`src/rtl/mc_control_if.sv`:
```
// ============================================================================
//  Module   : mc_control_if
//  Purpose  : Control/status bundle between the multicycle controller and the
//             16-bit datapath (opcode, flags, memory handshake, all selects).
//  Revision : 1.0  initial release
// ============================================================================
`default_nettype none

interface mc_control_if #(
  parameter int OP_W    = 4,
  parameter int STATE_W = 4
);
  logic [OP_W-1:0]    op;
  logic               zero;
  logic               mem_ready;

  logic               IRWrite;
  logic               PCWrite;
  logic               PCWriteCond;
  logic               AWrite;
  logic               BWrite;
  logic               ALUOutWrite;
  logic               MDWrite;
  logic               RegWrite;
  logic               MemRead;
  logic               MemWrite;
  logic               ReadAddr;
  logic [1:0]         ALUA;
  logic [1:0]         ALUB;
  logic [2:0]         ALUControl;
  logic [1:0]         PCSource;
  logic               RegDest;
  logic               MemToReg;
  logic               illegal_op;
  logic [STATE_W-1:0] state;

  modport master (
    input  op, zero, mem_ready,
    output IRWrite, PCWrite, PCWriteCond, AWrite, BWrite, ALUOutWrite,
           MDWrite, RegWrite, MemRead, MemWrite, ReadAddr, ALUA, ALUB,
           ALUControl, PCSource, RegDest, MemToReg, illegal_op, state
  );

  modport slave (
    output op, zero, mem_ready,
    input  IRWrite, PCWrite, PCWriteCond, AWrite, BWrite, ALUOutWrite,
           MDWrite, RegWrite, MemRead, MemWrite, ReadAddr, ALUA, ALUB,
           ALUControl, PCSource, RegDest, MemToReg, illegal_op, state
  );
endinterface

`default_nettype wire

```
`src/rtl/mc_control_fsm.sv`:
```
// ============================================================================
//  Module   : mc_control_fsm
//  Purpose  : Multicycle fetch/decode/execute/writeback controller with memory
//             ready handshake, branch qualifier, immediate ALU path and trap.
//  Revision : 1.0  initial release
// ============================================================================
`default_nettype none

module mc_control_fsm #(
  parameter int OP_W        = 4,
  parameter int TRAP_ENABLE = 1,
  parameter int STATE_W     = 4
) (
  input  wire logic      clk,
  input  wire logic      rst,
  mc_control_if.master   ctrl_if
);

  typedef enum logic [3:0] {
    S_FETCH    = 4'd0,
    S_DECODE   = 4'd1,
    S_R_EXEC   = 4'd2,
    S_R_WB     = 4'd3,
    S_MEM_ADDR = 4'd4,
    S_LW_RD    = 4'd5,
    S_LW_WB    = 4'd6,
    S_SW_WR    = 4'd7,
    S_BRANCH   = 4'd8,
    S_JUMP     = 4'd9,
    S_I_EXEC   = 4'd10,
    S_I_WB     = 4'd11,
    S_TRAP     = 4'd12
  } state_t;

  typedef struct packed {
    logic       pcwrite;
    logic       pcwcond;
    logic       awrite;
    logic       bwrite;
    logic       aluowrite;
    logic       regwrite;
    logic       memread;
    logic       memwrite;
    logic       readaddr;
    logic [1:0] alua;
    logic [1:0] alub;
    logic [2:0] aluc;
    logic [1:0] pcsrc;
    logic       regdest;
    logic       memtoreg;
  } ctl_t;

  // Moore portion of the control word for a given state.
  function automatic ctl_t f_decode(input state_t s);
    ctl_t c;
    c = '0;
    case (s)
      S_FETCH:    begin c.memread = 1'b1; c.alub = 2'd1; c.aluc = 3'd1; end
      S_DECODE:   begin c.awrite = 1'b1; c.bwrite = 1'b1; end
      S_R_EXEC:   begin c.alua = 2'd1; c.aluowrite = 1'b1; end
      S_R_WB:     begin c.regwrite = 1'b1; end
      S_MEM_ADDR, S_I_EXEC:
                  begin c.alua = 2'd1; c.alub = 2'd2; c.aluc = 3'd1; c.aluowrite = 1'b1; end
      S_LW_RD:    begin c.memread = 1'b1; c.readaddr = 1'b1; end
      S_LW_WB:    begin c.regwrite = 1'b1; c.regdest = 1'b1; c.memtoreg = 1'b1; end
      S_SW_WR:    begin c.memwrite = 1'b1; c.readaddr = 1'b1; end
      S_BRANCH:   begin c.alua = 2'd1; c.aluc = 3'd2; c.pcwcond = 1'b1; c.pcsrc = 2'd1; end
      S_JUMP:     begin c.pcwrite = 1'b1; c.pcsrc = 2'd2; end
      S_I_WB:     begin c.regwrite = 1'b1; c.regdest = 1'b1; end
      S_TRAP:     begin c.pcwrite = 1'b1; c.pcsrc = 2'd3; end
      default:    c = '0;
    endcase
    return c;
  endfunction

  logic [OP_W-1:0] w_op;
  logic [3:0]      w_op_lo;
  logic            w_hi_nz;
  logic            w_illegal;
  logic            w_rdy;
  logic            w_run;
  logic            w_fetch;
  state_t          w_next;

  state_t          r_state;
  ctl_t            r_ctl;
  logic            r_illegal;

  assign w_op    = ctrl_if.op;
  assign w_op_lo = w_op[3:0];
  assign w_rdy   = ctrl_if.mem_ready;

  generate
    if (OP_W > 4) begin : g_op_hi
      assign w_hi_nz = |w_op[OP_W-1:4];
    end else begin : g_op_narrow
      assign w_hi_nz = 1'b0;
    end
  endgenerate

  assign w_illegal = w_hi_nz | (w_op_lo > 4'd5);

  always_comb begin
    w_next = S_FETCH;
    case (r_state)
      S_FETCH:    w_next = w_rdy ? S_DECODE : S_FETCH;
      S_DECODE: begin
        if (w_illegal) begin
          w_next = (TRAP_ENABLE != 0) ? S_TRAP : S_FETCH;
        end else begin
          case (w_op_lo)
            4'd0:       w_next = S_R_EXEC;
            4'd1, 4'd2: w_next = S_MEM_ADDR;
            4'd3:       w_next = S_BRANCH;
            4'd4:       w_next = S_JUMP;
            4'd5:       w_next = S_I_EXEC;
            default:    w_next = S_FETCH;
          endcase
        end
      end
      S_R_EXEC:   w_next = S_R_WB;
      S_MEM_ADDR: w_next = (w_op == OP_W'(1)) ? S_LW_RD : S_SW_WR;
      S_LW_RD:    w_next = w_rdy ? S_LW_WB : S_LW_RD;
      S_SW_WR:    w_next = w_rdy ? S_FETCH : S_SW_WR;
      S_I_EXEC:   w_next = S_I_WB;
      default:    w_next = S_FETCH;
    endcase
  end

  // Selects leave reset already holding the FETCH word so the first fetch is
  // not delayed; enables and strobes are separately masked while rst is high.
  always_ff @(posedge clk or posedge rst) begin
    if (rst) begin
      r_state   <= S_FETCH;
      r_ctl     <= f_decode(S_FETCH);
      r_illegal <= 1'b0;
    end else begin
      r_state <= w_next;
      r_ctl   <= f_decode(w_next);
      if (r_state == S_DECODE && w_illegal) begin
        r_illegal <= 1'b1;
      end
    end
  end

  assign w_run   = ~rst;
  assign w_fetch = (r_state == S_FETCH);

  assign ctrl_if.IRWrite     = w_run & w_fetch & w_rdy;
  assign ctrl_if.PCWrite     = w_run & (r_ctl.pcwrite | (w_fetch & w_rdy));
  assign ctrl_if.PCWriteCond = w_run & r_ctl.pcwcond;
  assign ctrl_if.AWrite      = w_run & r_ctl.awrite;
  assign ctrl_if.BWrite      = w_run & r_ctl.bwrite;
  assign ctrl_if.ALUOutWrite = w_run & r_ctl.aluowrite;
  assign ctrl_if.MDWrite     = w_run & (r_state == S_LW_RD) & w_rdy;
  assign ctrl_if.RegWrite    = w_run & r_ctl.regwrite;
  assign ctrl_if.MemRead     = w_run & r_ctl.memread;
  assign ctrl_if.MemWrite    = w_run & r_ctl.memwrite;
  assign ctrl_if.ReadAddr    = r_ctl.readaddr;
  assign ctrl_if.ALUA        = r_ctl.alua;
  assign ctrl_if.ALUB        = r_ctl.alub;
  assign ctrl_if.ALUControl  = r_ctl.aluc;
  assign ctrl_if.PCSource    = r_ctl.pcsrc;
  assign ctrl_if.RegDest     = r_ctl.regdest;
  assign ctrl_if.MemToReg    = r_ctl.memtoreg;
  assign ctrl_if.illegal_op  = r_illegal;
  assign ctrl_if.state       = STATE_W'(r_state);

endmodule

`default_nettype wire

```
`src/flat_wrapper.sv`:
```
// flat-port wrapper written by rule: the top's interface ports become plain ports
module mc_control_fsm_flat 
#(
  parameter int OP_W        = 4,
  parameter int TRAP_ENABLE = 1,
  parameter int STATE_W     = 4
)
  (clk, rst, ctrl_if_op, ctrl_if_zero, ctrl_if_mem_ready, ctrl_if_IRWrite, ctrl_if_PCWrite, ctrl_if_PCWriteCond, ctrl_if_AWrite, ctrl_if_BWrite, ctrl_if_ALUOutWrite, ctrl_if_MDWrite, ctrl_if_RegWrite, ctrl_if_MemRead, ctrl_if_MemWrite, ctrl_if_ReadAddr, ctrl_if_ALUA, ctrl_if_ALUB, ctrl_if_ALUControl, ctrl_if_PCSource, ctrl_if_RegDest, ctrl_if_MemToReg, ctrl_if_illegal_op, ctrl_if_state);
  mc_control_if #(.OP_W(OP_W), .STATE_W(STATE_W)) ctrl_if_i ();
  input  wire logic clk;
  input  wire logic rst;
  input wire logic [$bits(ctrl_if_i.op)-1:0] ctrl_if_op;
  input wire logic [$bits(ctrl_if_i.zero)-1:0] ctrl_if_zero;
  input wire logic [$bits(ctrl_if_i.mem_ready)-1:0] ctrl_if_mem_ready;
  output wire logic [$bits(ctrl_if_i.IRWrite)-1:0] ctrl_if_IRWrite;
  output wire logic [$bits(ctrl_if_i.PCWrite)-1:0] ctrl_if_PCWrite;
  output wire logic [$bits(ctrl_if_i.PCWriteCond)-1:0] ctrl_if_PCWriteCond;
  output wire logic [$bits(ctrl_if_i.AWrite)-1:0] ctrl_if_AWrite;
  output wire logic [$bits(ctrl_if_i.BWrite)-1:0] ctrl_if_BWrite;
  output wire logic [$bits(ctrl_if_i.ALUOutWrite)-1:0] ctrl_if_ALUOutWrite;
  output wire logic [$bits(ctrl_if_i.MDWrite)-1:0] ctrl_if_MDWrite;
  output wire logic [$bits(ctrl_if_i.RegWrite)-1:0] ctrl_if_RegWrite;
  output wire logic [$bits(ctrl_if_i.MemRead)-1:0] ctrl_if_MemRead;
  output wire logic [$bits(ctrl_if_i.MemWrite)-1:0] ctrl_if_MemWrite;
  output wire logic [$bits(ctrl_if_i.ReadAddr)-1:0] ctrl_if_ReadAddr;
  output wire logic [$bits(ctrl_if_i.ALUA)-1:0] ctrl_if_ALUA;
  output wire logic [$bits(ctrl_if_i.ALUB)-1:0] ctrl_if_ALUB;
  output wire logic [$bits(ctrl_if_i.ALUControl)-1:0] ctrl_if_ALUControl;
  output wire logic [$bits(ctrl_if_i.PCSource)-1:0] ctrl_if_PCSource;
  output wire logic [$bits(ctrl_if_i.RegDest)-1:0] ctrl_if_RegDest;
  output wire logic [$bits(ctrl_if_i.MemToReg)-1:0] ctrl_if_MemToReg;
  output wire logic [$bits(ctrl_if_i.illegal_op)-1:0] ctrl_if_illegal_op;
  output wire logic [$bits(ctrl_if_i.state)-1:0] ctrl_if_state;
  assign ctrl_if_i.op = ctrl_if_op;
  assign ctrl_if_i.zero = ctrl_if_zero;
  assign ctrl_if_i.mem_ready = ctrl_if_mem_ready;
  assign ctrl_if_IRWrite = ctrl_if_i.IRWrite;
  assign ctrl_if_PCWrite = ctrl_if_i.PCWrite;
  assign ctrl_if_PCWriteCond = ctrl_if_i.PCWriteCond;
  assign ctrl_if_AWrite = ctrl_if_i.AWrite;
  assign ctrl_if_BWrite = ctrl_if_i.BWrite;
  assign ctrl_if_ALUOutWrite = ctrl_if_i.ALUOutWrite;
  assign ctrl_if_MDWrite = ctrl_if_i.MDWrite;
  assign ctrl_if_RegWrite = ctrl_if_i.RegWrite;
  assign ctrl_if_MemRead = ctrl_if_i.MemRead;
  assign ctrl_if_MemWrite = ctrl_if_i.MemWrite;
  assign ctrl_if_ReadAddr = ctrl_if_i.ReadAddr;
  assign ctrl_if_ALUA = ctrl_if_i.ALUA;
  assign ctrl_if_ALUB = ctrl_if_i.ALUB;
  assign ctrl_if_ALUControl = ctrl_if_i.ALUControl;
  assign ctrl_if_PCSource = ctrl_if_i.PCSource;
  assign ctrl_if_RegDest = ctrl_if_i.RegDest;
  assign ctrl_if_MemToReg = ctrl_if_i.MemToReg;
  assign ctrl_if_illegal_op = ctrl_if_i.illegal_op;
  assign ctrl_if_state = ctrl_if_i.state;
  mc_control_fsm #(.OP_W(OP_W), .TRAP_ENABLE(TRAP_ENABLE), .STATE_W(STATE_W)) u_core (.clk(clk), .rst(rst), .ctrl_if(ctrl_if_i));
endmodule
```
`config.mk`:
```
export PLATFORM = sky130hd
export DESIGN_NAME = mc_control_fsm_flat
export DESIGN_NICKNAME = d
export VERILOG_FILES = /design/src/rtl/mc_control_if.sv /design/src/rtl/mc_control_fsm.sv /design/src/flat_wrapper.sv
export SDC_FILE = /design/constraint.sdc
export NUM_CORES = 1
export LEC_CHECK = 0
export CORE_MARGIN = 3
export CORE_UTILIZATION = 27
export CTS_CLUSTER_SIZE = 14
export DETAILED_ROUTE_END_ITERATION = 12
export PLACE_DENSITY_LB_ADDON = 0.2
export SETUP_SLACK_MARGIN = 0.2
export SLEW_MARGIN = 15
export SYNTH_ARGS = -nofsm -noshare
export SYNTH_HDL_FRONTEND = slang
export SYNTH_SLANG_ARGS = --single-unit
```
`constraint.sdc`:
```
create_clock -name clk -period 2.1 [get_ports clk]
set_input_delay 0.42 -clock clk [delete_from_list [all_inputs] [get_ports clk]]
set_output_delay 0.42 -clock clk [all_outputs]
set_load 0.02 [all_outputs]
```
==> reports/qor.csv <==
stage;metric;value;unit
status;run_status;complete, no violations;
clock_network;tritoncts.num_buffers;3;
critical_path;setup.worst_path.start_class;flip-flop;
yosys;yosys.cell_count.top_type;dfrtp_1;
yosys;synth_cells;112;
timing;unrepaired_setup_endpoints_after_global_routing;true;
yosys;syn-cell-area;1160;um^2
critical_path;r2r_startpoint;u_core.ctrl_if.state[0];
yosys;synth_area_leader_cell;dfrtp_1;
timing;timing.hold.ws;0.493;ns
clock_network;ctsRootBufferMaster;clkbuf_8;
grt;initial_antenna_violation_count;0;
place;portBuffers;31;
route;drt_iter0_markers;15;
layout;fill_cells;415;
timing;setup-violations-final;0;
place;dpl.hpwl;2010;um
floorplan;floorplan.io_pins;35;
timing;worst-slew-pin-transition;0.602;ns
clock_network;cts.reportedPaths.clkPinSlew;0.07;ns
timing;final.period_utilization;88.6;%
route;post_drt_via_cell_ratio;4.50;
critical_path;timing.setup.critical_path_class;reg -> out;
floorplan;start_util;28.5;%
grt;grt_first_pass_wirelength;4050;um
clock_network;cts_num_sinks;21;
worst_hold_path;timing.hold.worst.class;reg -> reg;
critical_path;crit_start;u_core.ctrl_if.state[2];
route;routed-via-count;926;
grt;grt_pass1_vias;857;
floorplan;die_width;71.5;um
grt;grt-ovfl-total;0;
timing;period_needed;1.86;ns
yosys;synth-main-ff-cell;dfrtp_1;
place;post-place-cells;201;
floorplan;core;4060;um^2
clock_network;tritoncts;yes;
place;gpl.final_weighted_congestion;0.859;
timing;clock-skew-final;0.00534;ns
layout;final-instance-count-excl-fill;206;
yosys;synth.area.top_cells;dfrtp_1 (39%), dfstp_2 (6.8%), buf_4 (6.5%), nor2b_1 (4.3%), nor2_1 (3.9%);
floorplan;placementRows;23;
floorplan;design.die.area;5110;um^2
route;wl_per_cell;12.3;um
timing;fmaxAchievable;0.538;GHz
critical_path;worst-endpoint-required;1.68;ns
flow_run;max-cap-violations;0;
yosys;number_of_flops_mapped_to_enable_cells_by_yosys;0;
timing;slew_headroom;59.7;%
yosys;sequential_share_of_the_synthesized_area;45.7;%
clock_network;worst_skew_pair.late_latency;0.26;ns
layout;flow.area_growth_from_synthesis;44.5;%
timing;maxSlewViolCount;0;
route;final_routed_wirelength_across_all_metal_layers;2530;um
yosys;ys_async_sr_fraction;100;%
yosys;ys_top_cells_by_count;dfrtp_1 (18), nor2_1 (12), buf_4 (10);
critical_path;cp.arrival;1.44;ns
grt;global_route.usage.total;10.1;%
route;final_antenna_net_count;0;
layout;finish.utilization;41.2;%
critical_path;max_stage_delay;0.60;ns
route;remaining_drc_errors;0;
route;drt_pass1_iterations;4;
critical_path;end_kind;output port;
yosys;syn_avg_cell_area;10.3;um^2
clock_network;clockBufferDepth;2;
pwr;power_density;1320;nW/um^2
timing;hold_viol;0;
yosys;synth.distinct_cells;42;
layout;insertedDiodeCount;0;
worst_hold_path;hold_start;u_core.ctrl_if.illegal_op;
yosys;synth_seq_cells;21;
layout;final_layout_size_suffix_gt1_share;39.7;%
grt;grt_start_max_net_pins;22;
critical_path;crit_path_top_delay_cell;clkdlybuf4s50_1;
floorplan;dieHeight;71.5;um
yosys;ys_warn_count;0;
clock_network;maximum_level_of_the_cts_h_tree;1;
critical_path;worstPathCellList;buf_4, clkdlybuf4s50_1;
yosys;synthDominantCellAreaShare;38.9;%
critical_path;path_max_fanout;6;
layout;num-nets-final;165;
pwr;total_leakage_power;0.000787;uW
pwr;power.ir.vdd_worst;0.000423;V
critical path: cells and delay by family (launching register included):
| kind | cells | cell delay, ns |
|---|---|---|
| buffers and inverters | 2 | 0.77 |
| DFF | 1 | 0.42 |
repair_timing:
item | CTS | global route
setup endpoints to repair | 18 | 19
pin swaps | 2 | 2
endpoints found under the hold margin | 0 | 0
buffers inserted | 0 | 1
hold buffers | 0 | 0
resized for setup | 29 | 24
cells by family (layout without fill, tap and decap cells):
family | count (synthesis) | after routing | synth area share, %
buffers and inverters | 20 | 63 | 10.9
AND/OR/NAND/NOR | 50 | 50 | 27.4
XOR/XNOR | 2 | 2 | 1.51
other | 1 | 2 | 0.324
AO/OA/AOI/OAI | 18 | 18 | 14.2
flip-flops | 21 | 21 | 45.7
final cells by class:
type | instances | area, um^2 | area share [%]
clock inverters | 1 | 5.00 | 0.299
clock buffers | 3 | 41.3 | 2.47
repair buffers | 55 | 455 | 27.2
inverters | 4 | 15.0 | 0.898
flip-flops and latches | 21 | 532 | 31.8
multi-input cells | 72 | 562 | 33.6
well taps | 50 | 62.6 | 3.74
where the power goes:
part / leakage, uW / internal, uW / switching, uW
registers: 0.000266 / 569 / 72.7
logic: 0.000496 / 632 / 677
clock network: 0.0000255 / 132 / 126
worst paths after layout:
| kind | to | slack, ns | depth (start not counted) |
|---|---|---|---|
| worst max-delay path | ctrl_if_state[2] | 0.24 | 2 |
| worst min-delay path | u_core.ctrl_if.illegal_op | 0.49 | 1 |
| worst max register to register | u_core.r_ctl[13] | 0.30 | 5 |
| worst min register to register | u_core.ctrl_if.illegal_op | 0.49 | 1 |
| max in group asynchronous | u_core.ctrl_if.ALUB[0] | 1.23 | 3 |
| min in group asynchronous | u_core.r_ctl[17] | 0.59 | 3 |
per-stage QoR:
| step | total power (uW) | cell area [um^2] | TNS [ns] | setup WS, ns |
|---|---|---|---|---|
| 4_1_cts | 2190 | 1650 | 0 | 0.177 |
| 2_1_floorplan | 1460 | 1160 | 0 | 0.208 |
| 3_5_place_dp | 1930 | 1600 | -2.68 | -0.504 |
| 5_1_grt | 2360 | 1670 | 0 | 0.172 |
| 3_3_place_gp | 1920 | 1600 | -2.30 | -0.450 |
| 6_report | 2210 | 1670 | 0 | 0.240 |
flip-flops by register name (all words and copies together) (netlist names):
| signal | count |
|---|---|
| u_core.ctrl_if.RegDest | 1 |
| u_core.ctrl_if.illegal_op | 1 |
| u_core.ctrl_if.state | 4 |
| u_core.ctrl_if.MemToReg | 1 |
| u_core.ctrl_if.PCSource | 2 |
| u_core.r_ctl | 6 |
| u_core.ctrl_if.ReadAddr | 1 |
| u_core.ctrl_if.ALUControl | 2 |
| u_core.ctrl_if.ALUA | 1 |
| u_core.ctrl_if.ALUB | 2 |
routing by layer:
metal  wire (um)  GRT usage [%]  share of wire, %
met4          36           5.64               1.4
met3         120           1.54               4.7
met5           0              0                 0
met2        1190           15.6                47
met1        1190           13.4                47
layout by cell type (no fill, tap or decap), types with 4 or more instances in the layout:
cell type	Yosys	layout
nor2b_1	8	6
nor2_1	12	10
nand3_1	5	4
nand2_1	4	4
clkdlybuf4s50_1	0	16
clkbuf_2	0	6
buf_4	10	24
dfrtp_1	18	16
dlymetal6s2s_1	0	4
Note: power is estimated with default switching activity, not from simulation.
==> patch (same flow settings) <==
Make the reset (`rst`) synchronous in one clocked block.
--- a/src/rtl/mc_control_fsm.sv
+++ b/src/rtl/mc_control_fsm.sv
@@ -131,3 +131,3 @@
   // not delayed; enables and strobes are separately masked while rst is high.
-  always_ff @(posedge clk or posedge rst) begin
+  always_ff @(posedge clk) begin
     if (rst) begin
Behaviour: differs if rst is asserted again (counterexample within 4 cycles, from zero or initial values and one cycle with rst high); with rst held inactive, the same outputs for 10 cycles.
==> patch against the unedited design <==
  * Power shrank 32%
  * Area after synthesis shrank 2.6%
  * Largest cell class unchanged
  * Sequential share of layout area shrank 5.7 points
  * Fmax grew 1.3%
  * Cell area shrank 3.5%
  * Sequential cell count is the same
  * Die area shrank 2.4%
  * Highest routed layer unchanged
  * Worst setup slack gained 0.023 ns
  * Wire length grew 1.4%
  * First-iteration DRC count grew to 2.7 times the old value
==> patch: results (changes against the unedited design) <==
Routing
  – Final wirelength: 2.57 mm (+1.4%)
  – Post-DR vias/cell: 4.51 (+0.32%)
  – Detail Route met2 WL: 1.09 mm (-8.4%)
  – WL/cell: 12.2 microns (-0.55%)
  – Met3 Wirelength: 189 microns (+57%)
  – M1 WL: 1.26 mm (+6.2%)

Worst setup path
  – R2r endpoint: u_core.ctrl_if.ALUControl[0]
  – Worst-path fanout max: 8 (+2)
  – Worst setup startpoint: rst
  – Critical path endpoint: ctrl_if_PCWriteCond
  – R2r worst-path depth: 6 (+1)
  – CP arrival: 1.42 ns (-0.02 ns)
  – CP max stage delay: 0.41 ns (-0.19 ns)
  – Worst R2R Setup Slack: 0.36 ns (+0.06 ns)

GRT
  – M2 GR Usage: 0.164 (+0.00812)
  – Vias in the first global route: 953 (+11%)
  – GR Util met3: 0.0298 (+0.0144)
  – Largest net degree at the start of global routing: 13 (-41%)
  – GRT Total Usage: 0.106 (+0.00516)
  – First-pass GRT wire length: 4.32 mm (+6.6%)
  – Met1 usage: 0.144 (+0.00988)

STA
  – Setup Skew: 0.00428 ns (-0.00106 ns)
  – Final setup fails: 0 (unchanged)

Min path
  – HP Start: u_core.ctrl_if.illegal_op
  – Worst hold path type: reg2reg

Placed design
  – Dpl hpwl: 2.02 mm (+0.23%)
  – Routability cong.: 0.815 (-5.1%)
  – Placed Cells: 204 (+1.5%)
  – Placed cell area: 0.00156 sq mm (-2.3%)

Synthesis
  – Post-synth top flop: dfxtp_1
  – Post-Syn Instances: 116 (+3.6%)
  – Sequential area share after synthesis: 0.373 (-0.0844)
  – Main area contributors after synthesis: dfxtp_1 (37%), buf_4 (6.7%), nor2_1 (5.7%)
  – Commonest cells in the netlist: dfxtp_1 (21), nor2_1 (17), buf_4 (10)
  – Synth async-reset ratio: 0 (-1.00)

Outcome
  – Status: completed

Clocking
  – Post-CTS Setup Bufs: 2 (+2)
  – CTS resizes: 30 (+3.4%)
  – Root Driver: clkbuf_8

Power and ir drop
  – Max IR drop VDD: 463 uV (+9.6%)
  – Lkg Pwr: 0.000709 uW (-10%)

Layout
  – Share of layout cells above drive strength 1: 0.352 (-0.0456)
  – Final net count: 171 (+3.6%)
## patch: cell types whose count changed after synthesis, sizes merged, moves of 5 or more
cell / before / now
dfxtp: 0 / 21
dfrtp: 18 / 0
nor2: 12 / 18
nor4b: 3 / 8
## patch: cell families after synthesis
logic type             count (synthesis)  share of synthesized area
buffers and inverters                 16                      0.104
other                                  1                    0.00333
flip-flops                            21                      0.373
AND/OR/NAND/NOR                       56                      0.371
XOR/XNOR                               2                     0.0155
AO/OA/AOI/OAI                         20                      0.133
## patch: stage by stage
step           utilization  TNS (ns)  setup WS [ns]
2_1_floorplan            -         0          0.364
3_3_place_gp         0.408     -1.92         -0.446
3_5_place_dp         0.408     -2.21         -0.480
4_1_cts              0.426         0          0.139
5_1_grt              0.422         0          0.199
6_report             0.422         0          0.263
## patch: final cells by class
class	count	area, sq um
flip-flops and latches	21	420
repair buffers	56	465
clock buffers	3	41.3
inverters	1	3.75
well taps	48	60.1
multi-input cells	80	618
fillers	397	2210
clock inverters	1	5.00
## patch: power by group
part / internal [uW] / total (uW) / switching (uW) / leakage, uW
logic: 359 / 737 / 379 / 0.000512
clock network: 132 / 267 / 135 / 0.0000255
registers: 468 / 494 / 25.6 / 0.000172
## patch: worst min-delay path by stage
stage | endpoint | slack, ns | cells after the start
floorplan | u_core.ctrl_if.illegal_op | 0.57 | 2
global placement | u_core.ctrl_if.illegal_op | 0.46 | 2
detailed placement | u_core.ctrl_if.illegal_op | 0.48 | 2
CTS | u_core.ctrl_if.illegal_op | 0.50 | 2
global route | u_core.ctrl_if.illegal_op | 0.51 | 2
finish | u_core.ctrl_if.illegal_op | 0.49 | 2
## patch: worst min-delay path: cells and delay by family, from the launching register on
kind,cells,cell delay (ns)
compound gates,1,0.04
flops,1,0.34
simple gates,1,0.08
